===== src/rtl/alarm_annunciator_if.sv =====
// rtl/alarm_annunciator_if.sv - alarm/keypad/disarm signal bundle between controller and annunciator
interface alarm_annunciator_if;
  logic       alarm_in;
  logic       key_valid;
  logic [3:0] key_data;
  logic       disarm_ack;
  logic       siren;
  logic       strobe;
  logic       disarm_req;
  logic       lockout;
  logic [2:0] status;

  modport master (
    output alarm_in, key_valid, key_data, disarm_ack,
    input  siren, strobe, disarm_req, lockout, status
  );

  modport slave (
    input  alarm_in, key_valid, key_data, disarm_ack,
    output siren, strobe, disarm_req, lockout, status
  );
endinterface


===== src/rtl/alarm_annunciator.sv =====
// rtl/alarm_annunciator.sv - siren/strobe annunciator with keypad disarm, req/ack handshake and lockout
module alarm_annunciator #(
  parameter logic [15:0] CODE            = 16'h1234,
  parameter int          PRESCALE        = 1000,
  parameter int          SIREN_ON_TICKS  = 4,
  parameter int          SIREN_OFF_TICKS = 4,
  parameter int          DIGIT_TIMEOUT   = 16,
  parameter int          MAX_TRIES       = 3
) (
  input logic                clk,
  input logic                rst_n,
  alarm_annunciator_if.slave bus
);

  localparam int PW    = $clog2(PRESCALE);
  localparam int PAT_N = SIREN_ON_TICKS + SIREN_OFF_TICKS;
  localparam int PATW  = $clog2(PAT_N);
  localparam int TW    = $clog2(DIGIT_TIMEOUT + 1);
  localparam int WCW   = $clog2(2 * PRESCALE);

  localparam logic [PW-1:0]   PRESC_MAX = PW'(PRESCALE - 1);
  localparam logic [PATW-1:0] PAT_MAX   = PATW'(PAT_N - 1);
  localparam logic [PATW-1:0] PAT_ON    = PATW'(SIREN_ON_TICKS);
  localparam logic [TW-1:0]   TMO_MAX   = TW'(DIGIT_TIMEOUT);
  localparam logic [WCW-1:0]  WC_MAX    = WCW'(2 * PRESCALE - 1);
  localparam logic [2:0]      TRY_MAX   = 3'(MAX_TRIES);

  typedef enum logic [2:0] {
    IDLE       = 3'd0,
    SOUNDING   = 3'd1,
    REQ        = 3'd2,
    WAIT_CLEAR = 3'd3,
    LOCKOUT    = 3'd4
  } state_e;

  state_e          state_q, state_d;
  logic [PW-1:0]   presc_q, presc_d;
  logic [PATW-1:0] pat_q, pat_d;
  logic [TW-1:0]   tmo_q, tmo_d;
  logic [WCW-1:0]  wc_q, wc_d;
  logic [1:0]      idx_q, idx_d;
  logic [15:0]     entry_q, entry_d;
  logic            cmp_q, cmp_d;
  logic [2:0]      tries_q, tries_d;
  logic            siren_q, siren_d;
  logic            strobe_q, strobe_d;
  logic            req_q, req_d;
  logic            lock_q, lock_d;
  logic            running, tick;

  always_ff @(posedge clk or negedge rst_n) begin
    if (!rst_n) begin
      state_q  <= IDLE;
      presc_q  <= '0;
      pat_q    <= '0;
      tmo_q    <= '0;
      wc_q     <= '0;
      idx_q    <= '0;
      entry_q  <= '0;
      cmp_q    <= 1'b0;
      tries_q  <= '0;
      siren_q  <= 1'b0;
      strobe_q <= 1'b0;
      req_q    <= 1'b0;
      lock_q   <= 1'b0;
    end else begin
      state_q  <= state_d;
      presc_q  <= presc_d;
      pat_q    <= pat_d;
      tmo_q    <= tmo_d;
      wc_q     <= wc_d;
      idx_q    <= idx_d;
      entry_q  <= entry_d;
      cmp_q    <= cmp_d;
      tries_q  <= tries_d;
      siren_q  <= siren_d;
      strobe_q <= strobe_d;
      req_q    <= req_d;
      lock_q   <= lock_d;
    end
  end

  always_comb begin
    state_d = state_q;
    presc_d = presc_q;
    pat_d   = pat_q;
    tmo_d   = tmo_q;
    wc_d    = wc_q;
    idx_d   = idx_q;
    entry_d = entry_q;
    cmp_d   = 1'b0;
    tries_d = tries_q;
    running = state_q inside {SOUNDING, REQ, LOCKOUT};
    tick    = running && (presc_q == PRESC_MAX);

    if (running) begin
      presc_d = tick ? '0 : presc_q + PW'(1);
      if (tick) pat_d = (pat_q == PAT_MAX) ? '0 : pat_q + PATW'(1);
    end

    case (state_q)
      IDLE: begin
        if (bus.alarm_in) begin
          state_d = SOUNDING;
          presc_d = '0;
          pat_d   = '0;
          tmo_d   = '0;
          idx_d   = '0;
        end
      end
      SOUNDING: begin
        if (!bus.alarm_in) begin
          state_d = IDLE;
          idx_d   = '0;
          tries_d = '0;
        end else if (cmp_q) begin
          if (entry_q == CODE) begin
            state_d = REQ;
            tries_d = '0;
          end else begin
            tries_d = tries_q + 3'd1;
            if (tries_d == TRY_MAX) state_d = LOCKOUT;
          end
        end else if (bus.key_valid) begin
          entry_d = {entry_q[11:0], bus.key_data};
          tmo_d   = '0;
          if (idx_q == 2'd3) begin
            idx_d = '0;
            cmp_d = 1'b1;
          end else begin
            idx_d = idx_q + 2'd1;
          end
        end else if (tick) begin
          // Saturating tick count since the last key; only discards a partial entry
          if (tmo_q != TMO_MAX) tmo_d = tmo_q + TW'(1);
          if ((idx_q != 2'd0) && (tmo_d == TMO_MAX)) idx_d = '0;
        end
      end
      REQ: begin
        if (!bus.alarm_in) begin
          state_d = IDLE;
        end else if (bus.disarm_ack) begin
          state_d = WAIT_CLEAR;
          wc_d    = '0;
        end
      end
      WAIT_CLEAR: begin
        if (!bus.alarm_in) begin
          state_d = IDLE;
        end else if (wc_q == WC_MAX) begin
          state_d = SOUNDING;
          presc_d = '0;
          pat_d   = '0;
          tmo_d   = '0;
        end else begin
          wc_d = wc_q + WCW'(1);
        end
      end
      LOCKOUT: ;
      default: state_d = IDLE;
    endcase

    // Outputs are registered from next-state so they change on the transition edge
    siren_d  = (state_d inside {SOUNDING, REQ}) ? (pat_d < PAT_ON) : (state_d == LOCKOUT);
    strobe_d = tick && (state_d inside {SOUNDING, REQ, LOCKOUT});
    req_d    = (state_d == REQ);
    lock_d   = (state_d == LOCKOUT);
  end

  assign bus.siren      = siren_q;
  assign bus.strobe     = strobe_q;
  assign bus.disarm_req = req_q;
  assign bus.lockout    = lock_q;
  assign bus.status     = state_q;

endmodule


===== src/flat_wrapper.sv =====
// flat-port wrapper written by rule: the top's interface ports become plain ports
module alarm_annunciator_flat 
#(
  parameter logic [15:0] CODE            = 16'h1234,
  parameter int          PRESCALE        = 1000,
  parameter int          SIREN_ON_TICKS  = 4,
  parameter int          SIREN_OFF_TICKS = 4,
  parameter int          DIGIT_TIMEOUT   = 16,
  parameter int          MAX_TRIES       = 3
)
  (clk, rst_n, bus_alarm_in, bus_key_valid, bus_key_data, bus_disarm_ack, bus_siren, bus_strobe, bus_disarm_req, bus_lockout, bus_status);
  alarm_annunciator_if bus_i ();
  input logic clk;
  input logic rst_n;
  input wire logic [$bits(bus_i.alarm_in)-1:0] bus_alarm_in;
  input wire logic [$bits(bus_i.key_valid)-1:0] bus_key_valid;
  input wire logic [$bits(bus_i.key_data)-1:0] bus_key_data;
  input wire logic [$bits(bus_i.disarm_ack)-1:0] bus_disarm_ack;
  output wire logic [$bits(bus_i.siren)-1:0] bus_siren;
  output wire logic [$bits(bus_i.strobe)-1:0] bus_strobe;
  output wire logic [$bits(bus_i.disarm_req)-1:0] bus_disarm_req;
  output wire logic [$bits(bus_i.lockout)-1:0] bus_lockout;
  output wire logic [$bits(bus_i.status)-1:0] bus_status;
  assign bus_i.alarm_in = bus_alarm_in;
  assign bus_i.key_valid = bus_key_valid;
  assign bus_i.key_data = bus_key_data;
  assign bus_i.disarm_ack = bus_disarm_ack;
  assign bus_siren = bus_i.siren;
  assign bus_strobe = bus_i.strobe;
  assign bus_disarm_req = bus_i.disarm_req;
  assign bus_lockout = bus_i.lockout;
  assign bus_status = bus_i.status;
  alarm_annunciator #(.CODE(CODE), .PRESCALE(PRESCALE), .SIREN_ON_TICKS(SIREN_ON_TICKS), .SIREN_OFF_TICKS(SIREN_OFF_TICKS), .DIGIT_TIMEOUT(DIGIT_TIMEOUT), .MAX_TRIES(MAX_TRIES)) u_core (.clk(clk), .rst_n(rst_n), .bus(bus_i));
endmodule

===== config.mk =====
export PLATFORM = sky130hd
export DESIGN_NAME = alarm_annunciator_flat
export DESIGN_NICKNAME = d
export VERILOG_FILES = /design/src/rtl/alarm_annunciator_if.sv /design/src/rtl/alarm_annunciator.sv /design/src/flat_wrapper.sv
export SDC_FILE = /design/constraint.sdc
export NUM_CORES = 1
export LEC_CHECK = 0
export CAP_MARGIN = 30
export CORE_MARGIN = 2
export CORE_UTILIZATION = 35
export DETAILED_ROUTE_END_ITERATION = 10
export GPL_ROUTABILITY_DRIVEN = 0
export PLACE_DENSITY_LB_ADDON = 0.25
export SYNTH_ARGS = -nofsm -noshare
export SYNTH_HDL_FRONTEND = slang
export SYNTH_SLANG_ARGS = --single-unit

===== constraint.sdc =====
create_clock -name clk -period 2.8 [get_ports clk]
set_clock_uncertainty 0.1 [all_clocks]
set_input_delay 0.28 -clock clk [delete_from_list [all_inputs] [get_ports clk]]
set_output_delay 0.28 -clock clk [all_outputs]
set_load 0.02 [all_outputs]

==> flow_summary.toml, run 1 <==
[cts]
cts_tree = "yes"
clock-root-buffer = "clkbuf_8"
cts_setup_buffers = 0
clock_sinks = 58
clock_tree.buffer_depth = 2
h-tree-depth = 3
clk_pin_slew_ns = 0.07
clk-insertion-delay-late_ns = 0.34
cts_buffers = 9

[layout]
layoutNonFillerInstCount = 432
nNetsFinal = 339
multi_input_area_um2 = 1510
fillCellCount = 880
ff_latch_area_um2 = 1450
drive_gt1_frac = 0.120
antenna_cells = 0
syn2layout_area_growth_pct = 12.7

[sta]
min_period_ns = 2.47
fin_tns_setup_ns = 0
rsz0062_at_grt = "false"
fmax_mhz = 405
finalMaxSlewViolations = 0
setup_violations = 0
post-route-period-util = 0.881
maxSlewHeadroom = 0.497
worst_pin_slew_ns = 0.754
hold_viol_final = 0
hold_slack_ns = 0.388

[worst_setup_path]
crit_chain = "ha_1 -> and3_1 -> and3_1 -> a21o_1 -> or4_1 -> a21oi_1"
worstSetupPathType = "reg -> reg"
end_kind = "register"
worstPathMaxFanout = 19
slowest_stage = "or4_1"
critPathLaunchType = "register"
arrival_ns = 2.63
cpPeakStageDelay_ns = 0.57
crit_top_cell = "and3_1"
cp.required_ns = 2.96

[yosys]
avgSynthCellArea_um2 = 10.2
async_flop_share = 1.00
ys.flop_type = "dfrtp_1"
yosys.cell_types.count = 58
yosys_warnings = 0
synth_cells = 303
synth-seq-cells = 58
syn_nets = 322
synth_seq_area_share = 0.469
synth_edf_count = 0
syn_area_um2 = 3100

[routing]
vias = 2265
ant_nets = 0
wire_per_inst_um = 14.4
vias_per_cell = 5.24
drc_errors = 0
routed_wl_um = 6220
drt-initial-drc-count = 51
dr.pass1.iters = 4

[floorplanning]
start_util = 0.358
die_y_um = 98.0
ioPinCount = 16
num_rows = 34
core_area_um2 = 8640
die_area_um2 = 9610
dieWidth_um = 98.0

[run_status]
status = "complete, no violations"

[global_route]
antenna_found_initial = 0
grt-ovfl-total = 0
gr-usage-all-layers = 0.136
grt_max_degree = 32
grt_first_pass_wirelength_um = 10600
grt_pass1_vias = 2185

[placement]
io_buffer_count = 15
hpwl_um = 4400
place_inst = 416

[min_path]
min_path_type = "reg -> reg"

[power_and_ir_drop]
power_density_nw_per_um2 = 540
worst_ir_drop_vdd_v = 0.000249
p_leak_nw = 1.51

[flow_run]
drv_cap = 0
metrics by stage:
stage                     setup slack [ns]  utilization  power, mW  area (um2)
final                                0.332        0.404       1.88        3490
after global routing                 0.146        0.404       1.99        3490
after CTS                            0.351        0.404       1.91        3490
after detailed placement             0.308        0.384       1.26        3320
after global placement               0.336        0.384       1.25        3320
after floorplan                      0.618            -       1.18        3100
synthesized netlist by cell type, drive strengths merged, types with 3 or more instances:
cell type	number	area, um2
and2	3	18.8
inv	15	56.3
a21o	4	30.0
xor2	4	35.0
nor3b	3	32.5
nor3	6	30.0
or4	11	82.6
xnor2	10	87.6
mux2	16	180
ha	10	125
nand3b	4	30.0
a21oi	17	85.1
dfrtp	58	1450
o31ai	12	95.1
buf	9	63.8
nand2	18	67.6
nand3	18	90.1
o21ai	16	80.1
nor4	4	40.0
and3	7	43.8
nand4	4	31.3
and2b	3	23.8
nor2	22	82.6
clkbuf	4	15.0
what timing repair did:
| item | CTS | global route |
|---|---|---|
| endpoints found under the hold margin | 29 | 0 |
| hold buffers | 1 | 0 |
| gates resized for setup | 0 | 0 |
| setup endpoints to repair | 0 | 0 |
path summary, 6_finish.rpt:
check | start | endpoint | slack, ns | depth (start not counted)
min | u_core.entry_q[15] | u_core.entry_q[15] | 0.39 | 1
min reg2reg | u_core.entry_q[15] | u_core.entry_q[15] | 0.39 | 1
min in group asynchronous | rst_n | u_core.wc_q[2] | 0.42 | 2
max | u_core.wc_q[0] | u_core.wc_q[5] | 0.33 | 6
max reg2reg | u_core.wc_q[0] | u_core.wc_q[5] | 0.33 | 6
max in group asynchronous | rst_n | u_core.tries_q[1] | 1.48 | 3
report_power, final:
group / total [mW] / switching, mW / internal, mW
combinational: 0.230 / 0.119 / 0.111
sequential: 1.01 / 0.0910 / 0.923
clock: 0.637 / 0.329 / 0.308
cell usage in the layout, fill, tap and decap left out, drive strengths merged, types with 10 or more instances in the layout:
master and instances:
xnor2 10, dfrtp 58, o31ai 12, clkdlybuf4s50 14, nand3 18, nand2 18, mux2 16, a21oi 17
nor2 22, o21ai 16, ha 10, or4 11, inv 15
kinds of logic (layout without fill, tap and decap cells):
family / count (synthesis) / count (layout) / share of synthesized area
compound gates: 61 / 61 / 0.128
xor+xnor: 14 / 14 / 0.0396
fa+ha+maj: 10 / 10 / 0.0404
buf+inv: 28 / 49 / 0.0436
flops: 58 / 58 / 0.469
mux: 16 / 16 / 0.0582
simple gates: 116 / 116 / 0.222
final cells by class:
class / count / share of cell area
tap: 108 / 0.0387
multi-input combinational: 217 / 0.433
clock inverter: 6 / 0.0100
sequential: 58 / 0.416
clock buffer: 9 / 0.0355
timing repair buffer: 19 / 0.0509
inverter: 15 / 0.0161
metal layers:
layer  share of wire  track usage  vias to the layer above  wire length [um]
li1                -            -                     1134                 -
met1            0.49        0.187                     1092              3070
met2            0.46        0.210                       35              2890
met3           0.036       0.0379                        4               222
met4          0.0068       0.0427                        0                42
met5               0            0                        -                 0
registers in the layout, indices dropped and copies added (netlist names), 2 cells and up:
register           flops
u_core.entry_q        16
u_core.wc_q           11
u_core.presc_q        10
u_core.tmo_q           5
u_core.bus.status      3
u_core.pat_q           3
u_core.tries_q         3
u_core.idx_q           2
worst max-delay path: cells and delay by family, from the launching register on:
family,cells,cell delay (ns)
compound gates,2,0.52
fa+ha+maj,1,0.25
flops,1,0.44
simple gates,3,1.09
No activity file was read; power rests on OpenSTA's default activity.
==> inputs of run 2 (changes only) <==
--- a/config.mk
+++ b/config.mk
@@ -6,7 +6,7 @@
 export NUM_CORES = 1
 export LEC_CHECK = 0
 export CAP_MARGIN = 30
-export CORE_MARGIN = 2
+export CORE_ASPECT_RATIO = 0.6
 export CORE_UTILIZATION = 35
 export DETAILED_ROUTE_END_ITERATION = 10
 export GPL_ROUTABILITY_DRIVEN = 0
==> run 2 against run 1 <==
Compared with the run above:
- total power grew 22%
- combinational power fell by 2%
- worst hold slack hardly changed
- cell area grew 4.0%
- clock power up 66%
- critical endpoint is now u_core.wc_q[7]
- largest cell class unchanged
==> flow_summary.toml, run 2 (same netlist as run 1, synthesis figures left out) <==
[flow_run]
drv_cap = 0

[floorplanning]
dieWidth_um = 123
die_y_um = 74.8
start_util = 0.362
die_area_um2 = 9240
core_area_um2 = 8560
num_rows = 26
ioPinCount = 16

[worst_setup_path]
arrival_ns = 2.61
end_kind = "register"
slowest_stage = "or4_1"
cp.required_ns = 2.95
crit_chain = "ha_1 -> and3_1 -> and3_1 -> a21o_1 -> or4_1 -> a21oi_1"
crit_family = "simple AND/OR/NAND/NOR gates"
crit_top_cell = "and3_1"
cpPeakStageDelay_ns = 0.56
crit_buf_inv = 0
worstPathMaxFanout = 19
critPathLaunchType = "register"
worstSetupPathType = "reg -> reg"

[routing]
routed_wl_um = 6370
wire_per_inst_um = 14.6
dr.pass1.iters = 4
vias_per_cell = 5.18
vias = 2264
ant_nets = 0
drc_errors = 0
drt-initial-drc-count = 98

[sta]
rsz0062_at_grt = "false"
maxSlewHeadroom = 0.499
setup_violations = 0
post-route-period-util = 0.879
worst_pin_slew_ns = 0.752
min_period_ns = 2.46
fmax_mhz = 406
hold_viol_final = 0
fin_tns_setup_ns = 0
finalMaxSlewViolations = 0

[global_route]
grt_pass1_vias = 2194
grt_first_pass_wirelength_um = 11100
gr-usage-all-layers = 0.164
grt_max_degree = 32
antenna_found_initial = 0
grt-ovfl-total = 0

[power_and_ir_drop]
power_density_nw_per_um2 = 634
worst_ir_drop_vdd_v = 0.000284
swShare = 0.244
p_int_mw = 1.74
seqPwrFrac = 0.442
pwr-share-clk = 0.460
p_total_mw = 2.30
p_sw_mw = 0.561
p_leak_nw = 1.58
p_comb_frac = 0.098

[cts]
clock_sinks = 58
cts_tree = "yes"
h-tree-depth = 3
clock-root-buffer = "clkbuf_16"
clock_tree.buffer_depth = 2
cts_resized = 0
cts_buffers = 9
clk_pin_slew_ns = 0.05
cts_setup_buffers = 0
clk-insertion-delay-late_ns = 0.32

[layout]
final_common_cell = "dfrtp_1"
nNetsFinal = 340
drive_gt1_frac = 0.117
largest_reg_flops = 16
reg_top3 = "u_core.entry_q x16, u_core.wc_q x11, u_core.presc_q x10"
fillCellCount = 810
syn2layout_area_growth_pct = 17.2
top_register = "u_core.entry_q"
final_cell_mix = "dfrtp_1 (58), nor2_1 (22), nand2_1 (18), nand3_1 (18), a21oi_1 (17)"
utilization = 0.424
antenna_cells = 0

[placement]
io_buffer_count = 15
hpwl_um = 4630

[min_path]
min_path_type = "reg -> reg"

[run_status]
status = "complete, no violations"
## run 2: changes by cell type in the layout (fill, tap and decap cells not counted)
cell / before / now
bufinv_16: 0 / 1
clkinvlp_4: 2 / 0
clkinv_2: 4 / 2
clkbuf_8: 9 / 1
clkbuf_16: 0 / 9
buf_4: 3 / 4
clkbuf_1: 0 / 2
## run 2: final cells by class
type	instances	area (um2)	share of cell area
Sequential cell	58	1450	0.400
Multi-Input combinational cell	217	1510	0.416
Tap cell	112	140	0.0386
Clock buffer	12	246	0.0679
Inverter	15	56.3	0.0155
Timing Repair Buffer	20	185	0.0510
Clock inverter	3	40.0	0.0110
## run 2: final timing paths
| kind | slack, ns | cells past startpoint | end | startpoint |
|---|---|---|---|---|
| worst max-delay path | 0.34 | 6 | u_core.wc_q[7] | u_core.wc_q[0] |
| worst min-delay path | 0.39 | 1 | u_core.entry_q[12] | u_core.entry_q[12] |
| worst max register to register | 0.34 | 6 | u_core.wc_q[7] | u_core.wc_q[0] |
| worst min register to register | 0.39 | 1 | u_core.entry_q[12] | u_core.entry_q[12] |
| max in group asynchronous | 1.45 | 3 | u_core.entry_q[0] | rst_n |
| min in group asynchronous | 0.44 | 2 | u_core.bus.siren | rst_n |
## run 2: power by group through the flow
stage          registers, mW  logic [mW]  clock network, mW
6_report                1.02       0.225               1.06
5_1_grt                 1.03       0.276               1.13
4_1_cts                 1.02       0.230               1.09
3_5_place_dp            1.03       0.229                  0
3_3_place_gp            1.03       0.223                  0
2_1_floorplan           1.01       0.169                  0
## run 2: timing repair
action | 4_1_cts | 5_1_grt
hold buffers | 1 | 0
hold endpoints to repair | 29 | 0
setup endpoints to repair | 0 | 0
## run 2: layer usage
metal  up-vias  global-route usage  wire, um
met5         -                   0         0
met2        30               0.218      2500
met4         0              0.0602        23
li1       1146                   -         -
met1      1084               0.245      3540
met3         4              0.0523       302
## run 2: metrics by stage
| step | worst slack, ns | hold slack, ns | cells | instance area, um2 |
|---|---|---|---|---|
| after floorplan | 0.618 | -0.116 | 303 | 3100 |
| after global placement | 0.358 | 0.291 | 421 | 3330 |
| after global routing | 0.181 | 0.424 | 437 | 3630 |
| final | 0.339 | 0.388 | 437 | 3630 |
| after CTS | 0.331 | 0.393 | 437 | 3630 |
| after detailed placement | 0.265 | 0.274 | 421 | 3330 |
